`src/rtl/philv_load_store_unit_pkg.sv`:
```
// Shared encodings for the load/store unit: funct3 opcodes, FSM states, captured request record.
package philv_load_store_unit_pkg;

  localparam int XLEN = 32;

  localparam logic [2:0] F3_B  = 3'b000;
  localparam logic [2:0] F3_H  = 3'b001;
  localparam logic [2:0] F3_W  = 3'b010;
  localparam logic [2:0] F3_BU = 3'b100;
  localparam logic [2:0] F3_HU = 3'b101;

  localparam int LSU_STATE_WIDTH = 2;

  typedef enum logic [LSU_STATE_WIDTH-1:0] {
    ST_IDLE = 2'd0,
    ST_BUSY = 2'd1,
    ST_RESP = 2'd2
  } lsu_state_e;

  typedef struct packed {
    logic            we;
    logic [2:0]      funct3;
    logic [XLEN-1:0] addr;
    logic [XLEN-1:0] wdata;
  } lsu_req_t;

endpackage

```
`src/rtl/philv_load_store_unit_if.sv`:
```
// Request/response handshake plus data-memory port of the load/store unit.
interface philv_load_store_unit_if;
  import philv_load_store_unit_pkg::*;

  logic            req_valid;
  logic            req_ready;
  logic            req_we;
  logic [2:0]      req_funct3;
  logic [XLEN-1:0] req_addr;
  logic [XLEN-1:0] req_wdata;
  logic            resp_valid;
  logic [XLEN-1:0] resp_rdata;
  logic            resp_err;
  logic            mem_rd_ena;
  logic            mem_wr_ena;
  logic [XLEN-1:0] mem_addr;
  logic [XLEN-1:0] mem_wr_data;
  logic [3:0]      mem_wr_mask;
  logic [XLEN-1:0] mem_rd_data;
  logic            mem_ack;

  modport slave (
    input  req_valid, req_we, req_funct3, req_addr, req_wdata, mem_rd_data, mem_ack,
    output req_ready, resp_valid, resp_rdata, resp_err,
           mem_rd_ena, mem_wr_ena, mem_addr, mem_wr_data, mem_wr_mask
  );

  modport master (
    output req_valid, req_we, req_funct3, req_addr, req_wdata, mem_rd_data, mem_ack,
    input  req_ready, resp_valid, resp_rdata, resp_err,
           mem_rd_ena, mem_wr_ena, mem_addr, mem_wr_data, mem_wr_mask
  );

endinterface

```
`src/rtl/philv_load_store_unit_lane_align.sv`:
```
// Combinational lane logic: load extraction/extension, store replication + byte mask,
// and the misaligned / illegal-funct3 flag.
module philv_load_store_unit_lane_align
  import philv_load_store_unit_pkg::*;
(
  input  logic            we,
  input  logic [2:0]      funct3,
  input  logic [1:0]      lane,
  input  logic [XLEN-1:0] rd_word,
  input  logic [XLEN-1:0] wdata,
  output logic [XLEN-1:0] load_data,
  output logic [XLEN-1:0] st_data,
  output logic [3:0]      st_mask,
  output logic            err
);

  logic [7:0]  sel_byte;
  logic [15:0] sel_half;

  assign sel_byte = rd_word[{lane, 3'b000} +: 8];
  assign sel_half = rd_word[{lane[1], 4'b0000} +: 16];

  always_comb begin
    load_data = '0;
    st_data   = '0;
    st_mask   = '0;
    err       = 1'b0;
    if (we) begin
      case (funct3)
        F3_B: begin
          st_mask = 4'b0001 << lane;
          st_data = {4{wdata[7:0]}};
        end
        F3_H: begin
          err     = lane[0];
          st_mask = 4'b0011 << lane;
          st_data = {2{wdata[15:0]}};
        end
        F3_W: begin
          err     = |lane;
          st_mask = 4'hF;
          st_data = wdata;
        end
        default: err = 1'b1;
      endcase
    end else begin
      case (funct3)
        F3_B:  load_data = {{24{sel_byte[7]}}, sel_byte};
        F3_BU: load_data = {24'd0, sel_byte};
        F3_H: begin
          err       = lane[0];
          load_data = {{16{sel_half[15]}}, sel_half};
        end
        F3_HU: begin
          err       = lane[0];
          load_data = {16'd0, sel_half};
        end
        F3_W: begin
          err       = |lane;
          load_data = rd_word;
        end
        default: err = 1'b1;
      endcase
    end
    // Faulting stores must never present a write mask.
    if (err) st_mask = '0;
  end

endmodule

```
`src/rtl/philv_load_store_unit.sv`:
```
// Memory-stage LSU: one data-memory access per request, aligned/extended load return.
// Optional BUSY watchdog enabled by defining PHILV_LSU_TIMEOUT_EN.
module philv_load_store_unit
  import philv_load_store_unit_pkg::*;
#(
  parameter int BUS_WIDTH = 32
`ifdef PHILV_LSU_TIMEOUT_EN
  , parameter int TIMEOUT_CYCLES = 255
`endif
) (
  input logic                 clk,
  input logic                 rst,
  philv_load_store_unit_if.slave bus
);

  lsu_state_e           state, state_nx;
  lsu_req_t             req_q;
  logic [BUS_WIDTH-1:0] rdata_q, rdata_d;
  logic                 err_q, err_d, resp_set;
  logic                 idle, busy, accept, tmo_hit;

  logic                 al_we, al_err;
  logic [2:0]           al_funct3;
  logic [1:0]           al_lane;
  logic [XLEN-1:0]      al_wdata, al_load, al_st_data;
  logic [3:0]           al_st_mask;

  assign idle   = (state == ST_IDLE);
  assign busy   = (state == ST_BUSY);
  assign accept = idle & bus.req_valid;

  // Legality is judged on the live request while idle; afterwards on the captured copy.
  assign al_we     = idle ? bus.req_we        : req_q.we;
  assign al_funct3 = idle ? bus.req_funct3    : req_q.funct3;
  assign al_lane   = idle ? bus.req_addr[1:0] : req_q.addr[1:0];
  assign al_wdata  = idle ? bus.req_wdata     : req_q.wdata;

  philv_load_store_unit_lane_align u_lane_align (
    .we        (al_we),
    .funct3    (al_funct3),
    .lane      (al_lane),
    .rd_word   (bus.mem_rd_data),
    .wdata     (al_wdata),
    .load_data (al_load),
    .st_data   (al_st_data),
    .st_mask   (al_st_mask),
    .err       (al_err)
  );

`ifdef PHILV_LSU_TIMEOUT_EN
  localparam int TMO_W = ($clog2(TIMEOUT_CYCLES + 1) > 8) ? $clog2(TIMEOUT_CYCLES + 1) : 8;
  logic [TMO_W-1:0] tmo_cnt;

  always_ff @(posedge clk) begin
    if (rst)         tmo_cnt <= '0;
    else if (accept) tmo_cnt <= '0;
    else if (busy)   tmo_cnt <= tmo_cnt + 1'b1;
  end

  assign tmo_hit = busy && (tmo_cnt == TMO_W'(TIMEOUT_CYCLES - 1));
`else
  assign tmo_hit = 1'b0;
`endif

  always_comb begin
    state_nx = state;
    resp_set = 1'b0;
    rdata_d  = '0;
    err_d    = 1'b0;
    case (state)
      ST_IDLE: begin
        if (bus.req_valid) begin
          if (al_err) begin
            state_nx = ST_RESP;
            resp_set = 1'b1;
            err_d    = 1'b1;
          end else begin
            state_nx = ST_BUSY;
          end
        end
      end
      ST_BUSY: begin
        if (bus.mem_ack) begin
          state_nx = ST_RESP;
          resp_set = 1'b1;
          rdata_d  = req_q.we ? '0 : al_load;
        end else if (tmo_hit) begin
          state_nx = ST_RESP;
          resp_set = 1'b1;
          err_d    = 1'b1;
        end
      end
      ST_RESP: state_nx = ST_IDLE;
      default: state_nx = ST_IDLE;
    endcase
  end

  always_ff @(posedge clk) begin
    if (rst) begin
      state   <= ST_IDLE;
      req_q   <= '0;
      rdata_q <= '0;
      err_q   <= 1'b0;
    end else begin
      state <= state_nx;
      if (accept) begin
        req_q <= '{we: bus.req_we, funct3: bus.req_funct3,
                   addr: bus.req_addr, wdata: bus.req_wdata};
      end
      if (resp_set) begin
        rdata_q <= rdata_d;
        err_q   <= err_d;
      end
    end
  end

  assign bus.req_ready   = idle & ~rst;
  assign bus.resp_valid  = (state == ST_RESP) & ~rst;
  assign bus.resp_rdata  = rst ? '0 : rdata_q;
  assign bus.resp_err    = err_q & ~rst;
  assign bus.mem_rd_ena  = busy & ~req_q.we & ~rst;
  assign bus.mem_wr_ena  = busy & req_q.we & ~rst;
  assign bus.mem_addr    = (busy & ~rst) ? {req_q.addr[XLEN-1:2], 2'b00} : '0;
  assign bus.mem_wr_data = (busy & req_q.we & ~rst) ? al_st_data : '0;
  assign bus.mem_wr_mask = (busy & req_q.we & ~rst) ? al_st_mask : '0;

endmodule

```
`src/flat_wrapper.sv`:
```
// flat-port wrapper written by rule: the top's interface ports become plain ports
module philv_load_store_unit_flat import philv_load_store_unit_pkg::*;
#(
  parameter int BUS_WIDTH = 32

)
  (clk, rst, bus_req_valid, bus_req_we, bus_req_funct3, bus_req_addr, bus_req_wdata, bus_mem_rd_data, bus_mem_ack, bus_req_ready, bus_resp_valid, bus_resp_rdata, bus_resp_err, bus_mem_rd_ena, bus_mem_wr_ena, bus_mem_addr, bus_mem_wr_data, bus_mem_wr_mask);
  philv_load_store_unit_if bus_i ();
  input logic clk;
  input logic rst;
  input wire logic [$bits(bus_i.req_valid)-1:0] bus_req_valid;
  input wire logic [$bits(bus_i.req_we)-1:0] bus_req_we;
  input wire logic [$bits(bus_i.req_funct3)-1:0] bus_req_funct3;
  input wire logic [$bits(bus_i.req_addr)-1:0] bus_req_addr;
  input wire logic [$bits(bus_i.req_wdata)-1:0] bus_req_wdata;
  input wire logic [$bits(bus_i.mem_rd_data)-1:0] bus_mem_rd_data;
  input wire logic [$bits(bus_i.mem_ack)-1:0] bus_mem_ack;
  output wire logic [$bits(bus_i.req_ready)-1:0] bus_req_ready;
  output wire logic [$bits(bus_i.resp_valid)-1:0] bus_resp_valid;
  output wire logic [$bits(bus_i.resp_rdata)-1:0] bus_resp_rdata;
  output wire logic [$bits(bus_i.resp_err)-1:0] bus_resp_err;
  output wire logic [$bits(bus_i.mem_rd_ena)-1:0] bus_mem_rd_ena;
  output wire logic [$bits(bus_i.mem_wr_ena)-1:0] bus_mem_wr_ena;
  output wire logic [$bits(bus_i.mem_addr)-1:0] bus_mem_addr;
  output wire logic [$bits(bus_i.mem_wr_data)-1:0] bus_mem_wr_data;
  output wire logic [$bits(bus_i.mem_wr_mask)-1:0] bus_mem_wr_mask;
  assign bus_i.req_valid = bus_req_valid;
  assign bus_i.req_we = bus_req_we;
  assign bus_i.req_funct3 = bus_req_funct3;
  assign bus_i.req_addr = bus_req_addr;
  assign bus_i.req_wdata = bus_req_wdata;
  assign bus_i.mem_rd_data = bus_mem_rd_data;
  assign bus_i.mem_ack = bus_mem_ack;
  assign bus_req_ready = bus_i.req_ready;
  assign bus_resp_valid = bus_i.resp_valid;
  assign bus_resp_rdata = bus_i.resp_rdata;
  assign bus_resp_err = bus_i.resp_err;
  assign bus_mem_rd_ena = bus_i.mem_rd_ena;
  assign bus_mem_wr_ena = bus_i.mem_wr_ena;
  assign bus_mem_addr = bus_i.mem_addr;
  assign bus_mem_wr_data = bus_i.mem_wr_data;
  assign bus_mem_wr_mask = bus_i.mem_wr_mask;
  philv_load_store_unit #(.BUS_WIDTH(BUS_WIDTH)) u_core (.clk(clk), .rst(rst), .bus(bus_i));
endmodule
```
`config.mk`:
```
export PLATFORM = sky130hd
export DESIGN_NAME = philv_load_store_unit_flat
export DESIGN_NICKNAME = d
export VERILOG_FILES = /design/src/rtl/philv_load_store_unit_pkg.sv /design/src/rtl/philv_load_store_unit_if.sv /design/src/rtl/philv_load_store_unit_lane_align.sv /design/src/rtl/philv_load_store_unit.sv /design/src/flat_wrapper.sv
export SDC_FILE = /design/constraint.sdc
export NUM_CORES = 1
export LEC_CHECK = 0
export BUFFER_PORTS_ARGS = -buffer_cell sky130_fd_sc_hd__buf_2
export CAP_MARGIN = 30
export CORE_MARGIN = 1
export CORE_UTILIZATION = 27
export DETAILED_ROUTE_END_ITERATION = 8
export GPL_TIMING_DRIVEN = 0
export RECOVER_POWER = 25
export SKIP_LAST_GASP = 1
export SYNTH_ARGS = -nofsm -noshare
export SYNTH_HDL_FRONTEND = slang
export SYNTH_SLANG_ARGS = --single-unit
export TNS_END_PERCENT = 30
```
`constraint.sdc`:
```
create_clock -name clk -period 2.45 [get_ports clk]
set_input_delay 0.49 -clock clk [delete_from_list [all_inputs] [get_ports clk]]
set_output_delay 0.49 -clock clk [all_outputs]
set_load 0.02 [all_outputs]
```
==> impl_metrics.tcl, run 1 <==
set metrics [dict create \
    grt_antenna_before_repair 4 \
    grt_usage_pct 20.1 \
    synthTopCellsByArea "dfxtp_1 37%, nand2_1 12%, a21oi_1 8.0%" \
    crit_chain "or4_4 > o31ai_4 > buf_4 > buf_4 > clkbuf_4 > nand3_4 > buf_12 > o22ai_4 > buf_6" \
    nFillCells 2008 \
    cp_num_buf_inv 5 \
    io_pins 209 \
    rows 52 \
    drive_gt1_share_pct 38.3 \
    drt-total-wl_um 21900 \
    cts.clk_slew.worst_paths_ns 0.08 \
    register_area_um2 2070 \
    cap_violations 0 \
    tritoncts "built" \
    critPathArrivalTime_ns 2.41 \
    yosys_register_bits 103 \
    synth_edf_count 0 \
    crit_family "buffers and inverters" \
    crit_top_cell "buf_4" \
    slowest_delay_ns 0.55 \
    crit_path_start_kind "register" \
    violations "setup timing" \
    dp.final_hpwl_um 15900 \
    max_slew.worst_pin.slew_ns 0.693 \
    core-area_um2 20200 \
    cts_inserted_buffers 9 \
    hold_violations 0 \
    h-tree-depth 3 \
    synthToLayoutAreaGrowth_pct 57.1 \
    port-buffer-count 206 \
    multi_input_area_um2 3830 \
    finalCritPeriodShare_pct 118 \
    fmax_ghz 0.345 \
    place_congestion 0.873 \
    yosysTopAreaCellShare_pct 37.0 \
    netlist_instances 770 \
    crit_path_top_delay_cell "or4_4" \
    drt_iter0_markers 457 \
    post-route-min-period_ns 2.90 \
    crit_required_ns 1.96 \
    yosys_warnings 0 \
    slew_viol_final 0 \
    ys_types 50 \
    grt_pass1_wl_um 33300 \
    vdd_drop_max_mv 0.424 \
    cp-end-kind "primary output" \
    grt_max_degree 20 \
    dieArea_um2 21200 \
    routedWlPerCell_um 16.7 \
    avgSynthCellArea_um2 7.23 \
    pre_cts_ws_ns -0.508 \
    viasPerCell 4.88 \
    cellPowerDensity_nw_per_um2 912 \
    critical_path_class "reg -> out" \
    final_nets 1138 \
    initial_core_util_pct 27.5 \
    fp.dieW_um 146 \
    setup_tns_ns -24.88 \
    dr.pass1.iters 5 \
    p_leak_nw 3.64 \
    synth_top_area_cell "dfxtp_1" \
    drc_errors 0 \
    yosysSeqAreaShare_pct 37.0 \
    finClkSkew_ns 0.00880 \
    syn-cell-area_um2 5570 \
    rsz0062_at_grt "true" \
    clockBufferDepth 2 \
    clockRootBuffer "clkbuf_16" \
    crit_path_max_fanout 10 \
    dieHeight_um 146 \
    status "finished, violations left" \
    synth_async_sr_flop_share_pct 0 \
    grt_remaining_overflow 0 \
    grt_pass1_vias 6091 \
    slew-limit-headroom_pct 53.8 \
    clock_sinks 103 \
    worst_slack_ns -0.448 \
    yosys_most_used_dff "dfxtp_1" \
    final_antenna_net_count 0 \
    num_vias 6392 \
    clk_latency_ns 0.36 \
    hold_class "in -> reg" \
    setup_viol 141 \
]
## layout by cell type (no fill, tap or decap), types with 12 or more instances in the layout
| cell | instances |
|---|---|
| inv_1 | 26 |
| nor2_4 | 21 |
| o21a_1 | 16 |
| and2_1 | 30 |
| nor2_2 | 12 |
| mux2i_4 | 16 |
| nor2_1 | 54 |
| mux2i_1 | 12 |
| buf_2 | 172 |
| dfxtp_1 | 101 |
| a21oi_1 | 87 |
| buf_6 | 42 |
| nand2_1 | 182 |
| buf_4 | 39 |
| clkbuf_1 | 34 |
| o32ai_1 | 24 |
## metrics by stage
stage               utilization (%)  instance area (um^2)  hold WS (ns)  instances  total power, mW
floorplan                         -                  5790         0.432        771             4.30
global placement               35.4                  7160         0.437       1247             5.11
detailed placement             35.4                  7160         0.442       1247             5.14
CTS                            42.2                  8540         0.350       1306             7.76
global route                   43.2                  8750         0.355       1311             8.37
finish                         43.2                  8750         0.356       1311             7.98
## worst reg2reg max path: cells and delay by family (launching register included)
kind	cells	cell delay, ns
AOI/OAI and AO/OA	4	0.81
DFF	1	0.37
and+or+nand+nor	1	0.19
buffers and inverters	6	1.17
## logic make-up (layout without fill, tap and decap cells)
logic type	Yosys count	count (layout)	synth area share [%]
multiplexers	31	31	5.62
buffers and inverters	88	356	6.61
AND/OR/NAND/NOR	344	344	26.5
flip-flops	103	103	37.0
AO/OA/AOI/OAI	203	203	24.1
other	1	4	0.0674
## layout make-up
cell class,instances,share of cell area [%]
diodes,2,0.0572
flip-flops and latches,103,23.7
clock inverters,6,0.715
multi-input cells,580,43.8
clock buffers,10,2.73
repair buffers,256,19.7
plain buffers,57,4.36
inverters,27,1.16
well taps,270,3.86
## cell usage after synthesis (6+ instances only)
cell / count
clkbuf_1: 42
a31o_2: 8
o21ai_0: 7
o22a_1: 8
nor2b_1: 9
a22oi_1: 9
mux2i_1: 29
and2_1: 34
buf_2: 12
dfxtp_1: 103
o21a_1: 16
a221oi_1: 7
nand3_1: 9
nand2_1: 184
nor2_1: 86
inv_1: 27
o22ai_1: 9
a21oi_1: 89
nor3_1: 6
a31oi_1: 8
o32ai_1: 24
## worst paths after layout
path	slack, ns	start	cells past startpoint	to
setup / recovery	-0.45	u_core.state[1]	9	bus_mem_wr_data[21]
hold / removal	0.36	bus_req_addr[11]	3	u_core.req_q[43]
setup reg to reg	-0.21	u_core.state[0]	11	u_core.rdata_q[15]
hold reg to reg	0.45	u_core.req_q[37]	2	u_core.req_q[37]
## per-layer routing
metal	vias up	global-route usage (%)	wire (um)	part of all wire, %
li1	3161	-	-	-
met1	2940	26.0	9590	44
met2	237	32.7	10600	48
met3	52	3.35	1040	4.7
met4	2	9.21	643	2.9
met5	-	0	8	0.037
## power by group
group / total [mW] / internal [mW] / switching [mW]
sequential: 2.03 / 1.89 / 0.135
clock: 1.48 / 0.748 / 0.731
combinational: 4.47 / 2.01 / 2.46
## timing repair
item,CTS,global route
gates resized for setup,178,59
endpoints found under the setup margin,103,190
pin swaps,25,15
cloned,4,1
setup buffers,41,6
hold buffers,0,0
## registers in the layout (all words and copies together), names as in the netlist
name,cells
u_core.rdata_q,32
u_core.state,2
u_core.err_q,1
u_core.req_q,68
(Power assumes the default switching activity.)
==> inputs of run 2 (changes only) <==
==> constraint.sdc (replaced) <==
create_clock -name clk -period 2.45 [get_ports clk]
set_input_delay 0.245 -clock clk [delete_from_list [all_inputs] [get_ports clk]]
set_output_delay 0.245 -clock clk [all_outputs]
set_load 0.02 [all_outputs]
==> impl_metrics.tcl, run 2 (same netlist as run 1, synthesis figures left out) <==
set metrics [dict create \
    drt_iter0_markers 346 \
    grt_usage_pct 20.2 \
    rr_endpoint "u_core.rdata_q[6]" \
    dieArea_um2 21200 \
    synthToLayoutAreaGrowth_pct 45.4 \
    finalCritPeriodShare_pct 110 \
    dieHeight_um 146 \
    final_antenna_net_count 0 \
    initial_core_util_pct 27.5 \
    final_nets 1117 \
    num_vias 6393 \
    postPlaceCellArea_um2 6950 \
    grt_pass1_wl_um 33600 \
    drive_gt1_share_pct 32.6 \
    hold_end "u_core.req_q[62]" \
    cts.clk_slew.worst_paths_ns 0.08 \
    finClkSkew_ns 0.0104 \
    tritoncts "built" \
    nFillCells 2124 \
    port-buffer-count 206 \
    p_leak_nw 3.45 \
    fin_area_um2 8100 \
    top_register "u_core.req_q" \
    r2r_slack_ns -0.09 \
    cellPowerDensity_nw_per_um2 899 \
    io_pins 209 \
    dr.pass1.iters 5 \
    drc_errors 0 \
    fin_util_pct 40.0 \
    crit_start "u_core.state[1]" \
    rsz0062_at_grt "true" \
    slew-limit-headroom_pct 51.0 \
    cp-end-kind "primary output" \
    postCtsHoldBufs 0 \
    reg_top3 "u_core.req_q: 68 flops, u_core.rdata_q: 32 flops, u_core.state: 2 flops" \
    clk_latency_ns 0.36 \
    clock_sinks 103 \
    grt_pass1_vias 6103 \
    cap_violations 0 \
    hold_slack_ns 0.118 \
    routedWlPerCell_um 16.9 \
    hold_class "in -> reg" \
    drt-total-wl_um 21800 \
    crit_path_max_fanout 4 \
    largest_reg_flops 68 \
    clockBufferDepth 2 \
    vdd_drop_max_mv 0.551 \
    crit_path_start_kind "register" \
    cts_inserted_buffers 9 \
    clockRootBuffer "clkbuf_16" \
    final_common_cell "nand2_1" \
    rr_worst_depth 10 \
    min_from "bus_req_addr[30]" \
    max_slew.worst_pin.slew_ns 0.736 \
    hold_violations 0 \
    violations "setup timing" \
    grt_max_degree 19 \
    slew_viol_final 0 \
    rows 52 \
    fmax_ghz 0.372 \
    worst_slack_ns -0.240 \
    setup_viol 80 \
    critical_path_class "reg -> out" \
    final_cell_mix "183 x nand2_1, 175 x buf_2, 101 x dfxtp_1" \
    critPathArrivalTime_ns 2.44 \
    post-route-min-period_ns 2.69 \
    dp.final_hpwl_um 15700 \
    grt_remaining_overflow 0 \
    crit_required_ns 2.20 \
    viasPerCell 4.96 \
    status "finished, violations left" \
    place_inst 1247 \
    hold_depth 3 \
    regToRegStartpoint "u_core.state[1]" \
    place_congestion 0.877 \
    fp.dieW_um 146 \
    grt_antenna_before_repair 4 \
    core-area_um2 20200 \
    stdcell_count 1290 \
    h-tree-depth 3 \
]
==> run 2: critical path, stage by stage (launching register included) <==
cell and delay (ns):
dfxtp_4 0.36, or4_4 0.54, o31ai_4 0.10, mux2i_1 0.28
o221ai_2 0.13, or2_4 0.29, nor3_4 0.24, buf_6 0.15
==> run 2: report_power, final <==
part / leakage (nW) / internal (mW) / switching [mW] / total (mW)
clock network: 0.155 / 0.839 / 0.720 / 1.56
logic: 2.45 / 1.51 / 2.20 / 3.71
registers: 0.843 / 1.89 / 0.127 / 2.02
total: 3.45 / 4.24 / 3.05 / 7.28
==> run 2: worst max path at each step <==
stage / to / slack [ns] / depth (start not counted)
6_report: bus_mem_wr_mask[2] / -0.24 / 7
5_1_grt: bus_mem_wr_mask[2] / -0.36 / 9
4_1_cts: bus_mem_wr_mask[2] / -0.23 / 7
3_5_place_dp: bus_mem_wr_data[18] / -0.53 / 9
3_3_place_gp: bus_mem_wr_data[18] / -0.55 / 9
2_1_floorplan: bus_mem_wr_mask[2] / -0.04 / 7
==> run 2: routing by layer <==
metal,up-vias,wire length [um],track usage (%)
met5,-,16,0
met2,245,10400,33.4
met1,2998,9510,25.9
li1,3120,-,-
met3,28,1570,4.92
met4,2,387,5.89
==> run 2: cell type report <==
cell class	instances	area [um^2]	share of cell area [%]
Antenna cell	2	5.00	0.0618
Buffer	58	358	4.42
Clock buffer	10	239	2.95
Clock inverter	6	76.3	0.943
Inverter	27	101	1.25
Multi-Input combinational cell	580	3540	43.7
Sequential cell	103	2070	25.6
Tap cell	270	338	4.17
Timing Repair Buffer	234	1370	16.9
==> run 2: stage by stage <==
| stage | power [mW] | setup TNS, ns | worst slack, ns |
|---|---|---|---|
| after floorplan | 4.13 | -0.0394 | -0.0394 |
| after global placement | 4.95 | -21.40 | -0.546 |
| after detailed placement | 4.96 | -21.02 | -0.528 |
| after CTS | 7.12 | -5.47 | -0.233 |
| after global routing | 7.70 | -17.95 | -0.357 |
| final | 7.28 | -6.86 | -0.240 |
==> run 2: timing repair <==
action	CTS	global route
pin swaps	11	6
setup buffers	19	7
setup endpoints to repair	136	114
cloned	2	0
gates resized for setup	139	24
==> inputs of run 3 (changes only) <==
- CORE_UTILIZATION: 27 -> 40
- PLACE_DENSITY: unset -> 0.7
- SLEW_MARGIN: unset -> 20
==> impl_metrics.tcl, run 3 (same netlist as run 1, synthesis figures left out) <==
set metrics [dict create \
    cts.clk_slew.worst_paths_ns 0.08 \
    drive_gt1_share_pct 34.1 \
    multi_input_area_um2 3570 \
    cap_violations 0 \
    grt_max_degree 19 \
    crit_path_top_delay_cell "dfxtp_4" \
    fp.dieW_um 120 \
    crit_required_ns 2.20 \
    clkPwrFrac_pct 19.8 \
    postCtsHoldBufs 0 \
    synthToLayoutAreaGrowth_pct 45.7 \
    largest_reg_flops 68 \
    fin_area_um2 8110 \
    grt_usage_pct 27.1 \
    grt_remaining_overflow 0 \
    status "finished, violations left" \
    top_register "u_core.req_q" \
    grt_pass1_wl_um 30600 \
    drt-total-wl_um 20300 \
    power_frac_seq_pct 27.2 \
    final_common_cell "nand2_1" \
    dp.final_hpwl_um 13800 \
    critPathArrivalTime_ns 2.49 \
    dr.pass1.iters 5 \
    max_slew.worst_pin.slew_ns 0.689 \
    viasPerCell 5.41 \
    nFillCells 1244 \
    rsz0062_at_grt "true" \
    hold_violations 0 \
    crit_path_max_fanout 8 \
    critical_path_class "reg -> out" \
    clockRootBuffer "clkbuf_16" \
    vdd_drop_max_mv 0.585 \
    p_sw_share_pct 41.6 \
    finalCritPeriodShare_pct 111 \
    grt_antenna_before_repair 1 \
    r2r_slack_ns -0.15 \
    fin_total_pwr_mw 7.43 \
    routedWlPerCell_um 16.9 \
    final_cell_mix "182 x nand2_1, 175 x buf_2, 101 x dfxtp_1" \
    initial_core_util_pct 41.5 \
    postPlaceCellArea_um2 6830 \
    worst_slack_ns -0.281 \
    final_nets 1127 \
    pre_cts_ws_ns -0.384 \
    slew-limit-headroom_pct 54.1 \
    drc_errors 0 \
    crit_path_start_kind "register" \
    register_area_um2 2070 \
    dieHeight_um 120 \
    setup_viol 41 \
    rows 42 \
    place_congestion 0.910 \
    dieArea_um2 14400 \
    grt_pass1_vias 5924 \
    reg_top3 "u_core.req_q: 68 flops, u_core.rdata_q: 32 flops, u_core.state: 2 flops" \
    fmax_ghz 0.366 \
    port-buffer-count 206 \
    finClkSkew_ns 0.00970 \
    core-area_um2 13400 \
    h-tree-depth 3 \
    hold_class "in -> reg" \
    cp-end-kind "primary output" \
    slowest_delay_ns 0.36 \
    final_antenna_net_count 0 \
    intPower_mw 4.34 \
    slew_viol_final 0 \
    clockBufferDepth 2 \
    io_pins 209 \
    clk_latency_ns 0.35 \
    cts_inserted_buffers 9 \
    clock_sinks 103 \
    post-route-min-period_ns 2.73 \
    num_vias 6521 \
    p_leak_nw 3.51 \
    crit_chain "buf_6 > nor2_4 > buf_8 > mux2i_4 > nor2_2 > nand3b_1 > buf_6 > a21o_4 > o22ai_2 > buf_6" \
    cellPowerDensity_nw_per_um2 916 \
    drt_iter0_markers 626 \
    crit_top_cell "buf_6" \
    tritoncts "built" \
    violations "setup timing" \
    p_switching_mw 3.09 \
    combPwrFrac_pct 53.0 \
]
==> run 3: critical path: cells and delay by family, from the launching register on <==
family	cells	cell delay (ns)
buffers and inverters	4	0.61
flip-flops	1	0.36
AND/OR/NAND/NOR	3	0.44
AO/OA/AOI/OAI	2	0.44
multiplexers	1	0.26
==> run 3: power by group through the flow <==
| stage | sequential (mW) | clock [mW] | combinational (mW) |
|---|---|---|---|
| after global routing | 2.04 | 1.54 | 4.22 |
| after global placement | 2.02 | 0 | 2.85 |
| final | 2.02 | 1.47 | 3.93 |
| after floorplan | 2.00 | 0 | 2.13 |
| after CTS | 2.01 | 1.48 | 3.44 |
| after detailed placement | 2.03 | 0 | 2.87 |
==> run 3: layout make-up <==
cell class	count	area share (%)
Inverter	27	1.25
Tap cell	176	2.72
Clock inverter	5	0.586
Clock buffer	11	3.12
Sequential cell	103	25.5
Multi-Input combinational cell	580	44.0
Buffer	60	4.46
Timing Repair Buffer	242	18.3
Antenna cell	1	0.0309
==> run 3: metrics by stage <==
step / std cells / TNS, ns / util [%] / hold WS (ns)
finish: 1205 / -6.37 / 60.5 / 0.120
global route: 1205 / -15.28 / 60.5 / 0.127
CTS: 1192 / -4.90 / 58.2 / 0.108
detailed placement: 1153 / -11.69 / 51.0 / 0.442
global placement: 1153 / -10.87 / 51.0 / 0.437
floorplan: 771 / -0.0394 / - / 0.381
==> run 3: final timing paths <==
check,from,end,depth (start not counted)
max,u_core.state[1],bus_mem_wr_data[21],10
min reg2reg,u_core.req_q[46],u_core.req_q[46],2
min,bus_req_addr[27],u_core.req_q[59],3
max reg2reg,u_core.state[1],u_core.rdata_q[14],10
==> run 3: routing by layer <==
| metal | wire, um | track usage [%] |
|---|---|---|
| met1 | 8440 | 36.0 |
| met2 | 9500 | 42.1 |
| met3 | 1690 | 4.80 |
| met4 | 680 | 13.6 |
| met5 | 0 | 0 |
==> run 3: what timing repair did <==
action | in CTS | in global routing
setup endpoints to repair | 69 | 88
cloned | 3 | 3
gates resized for setup | 129 | 54
pin swaps | 12 | 16
buffers inserted | 21 | 12
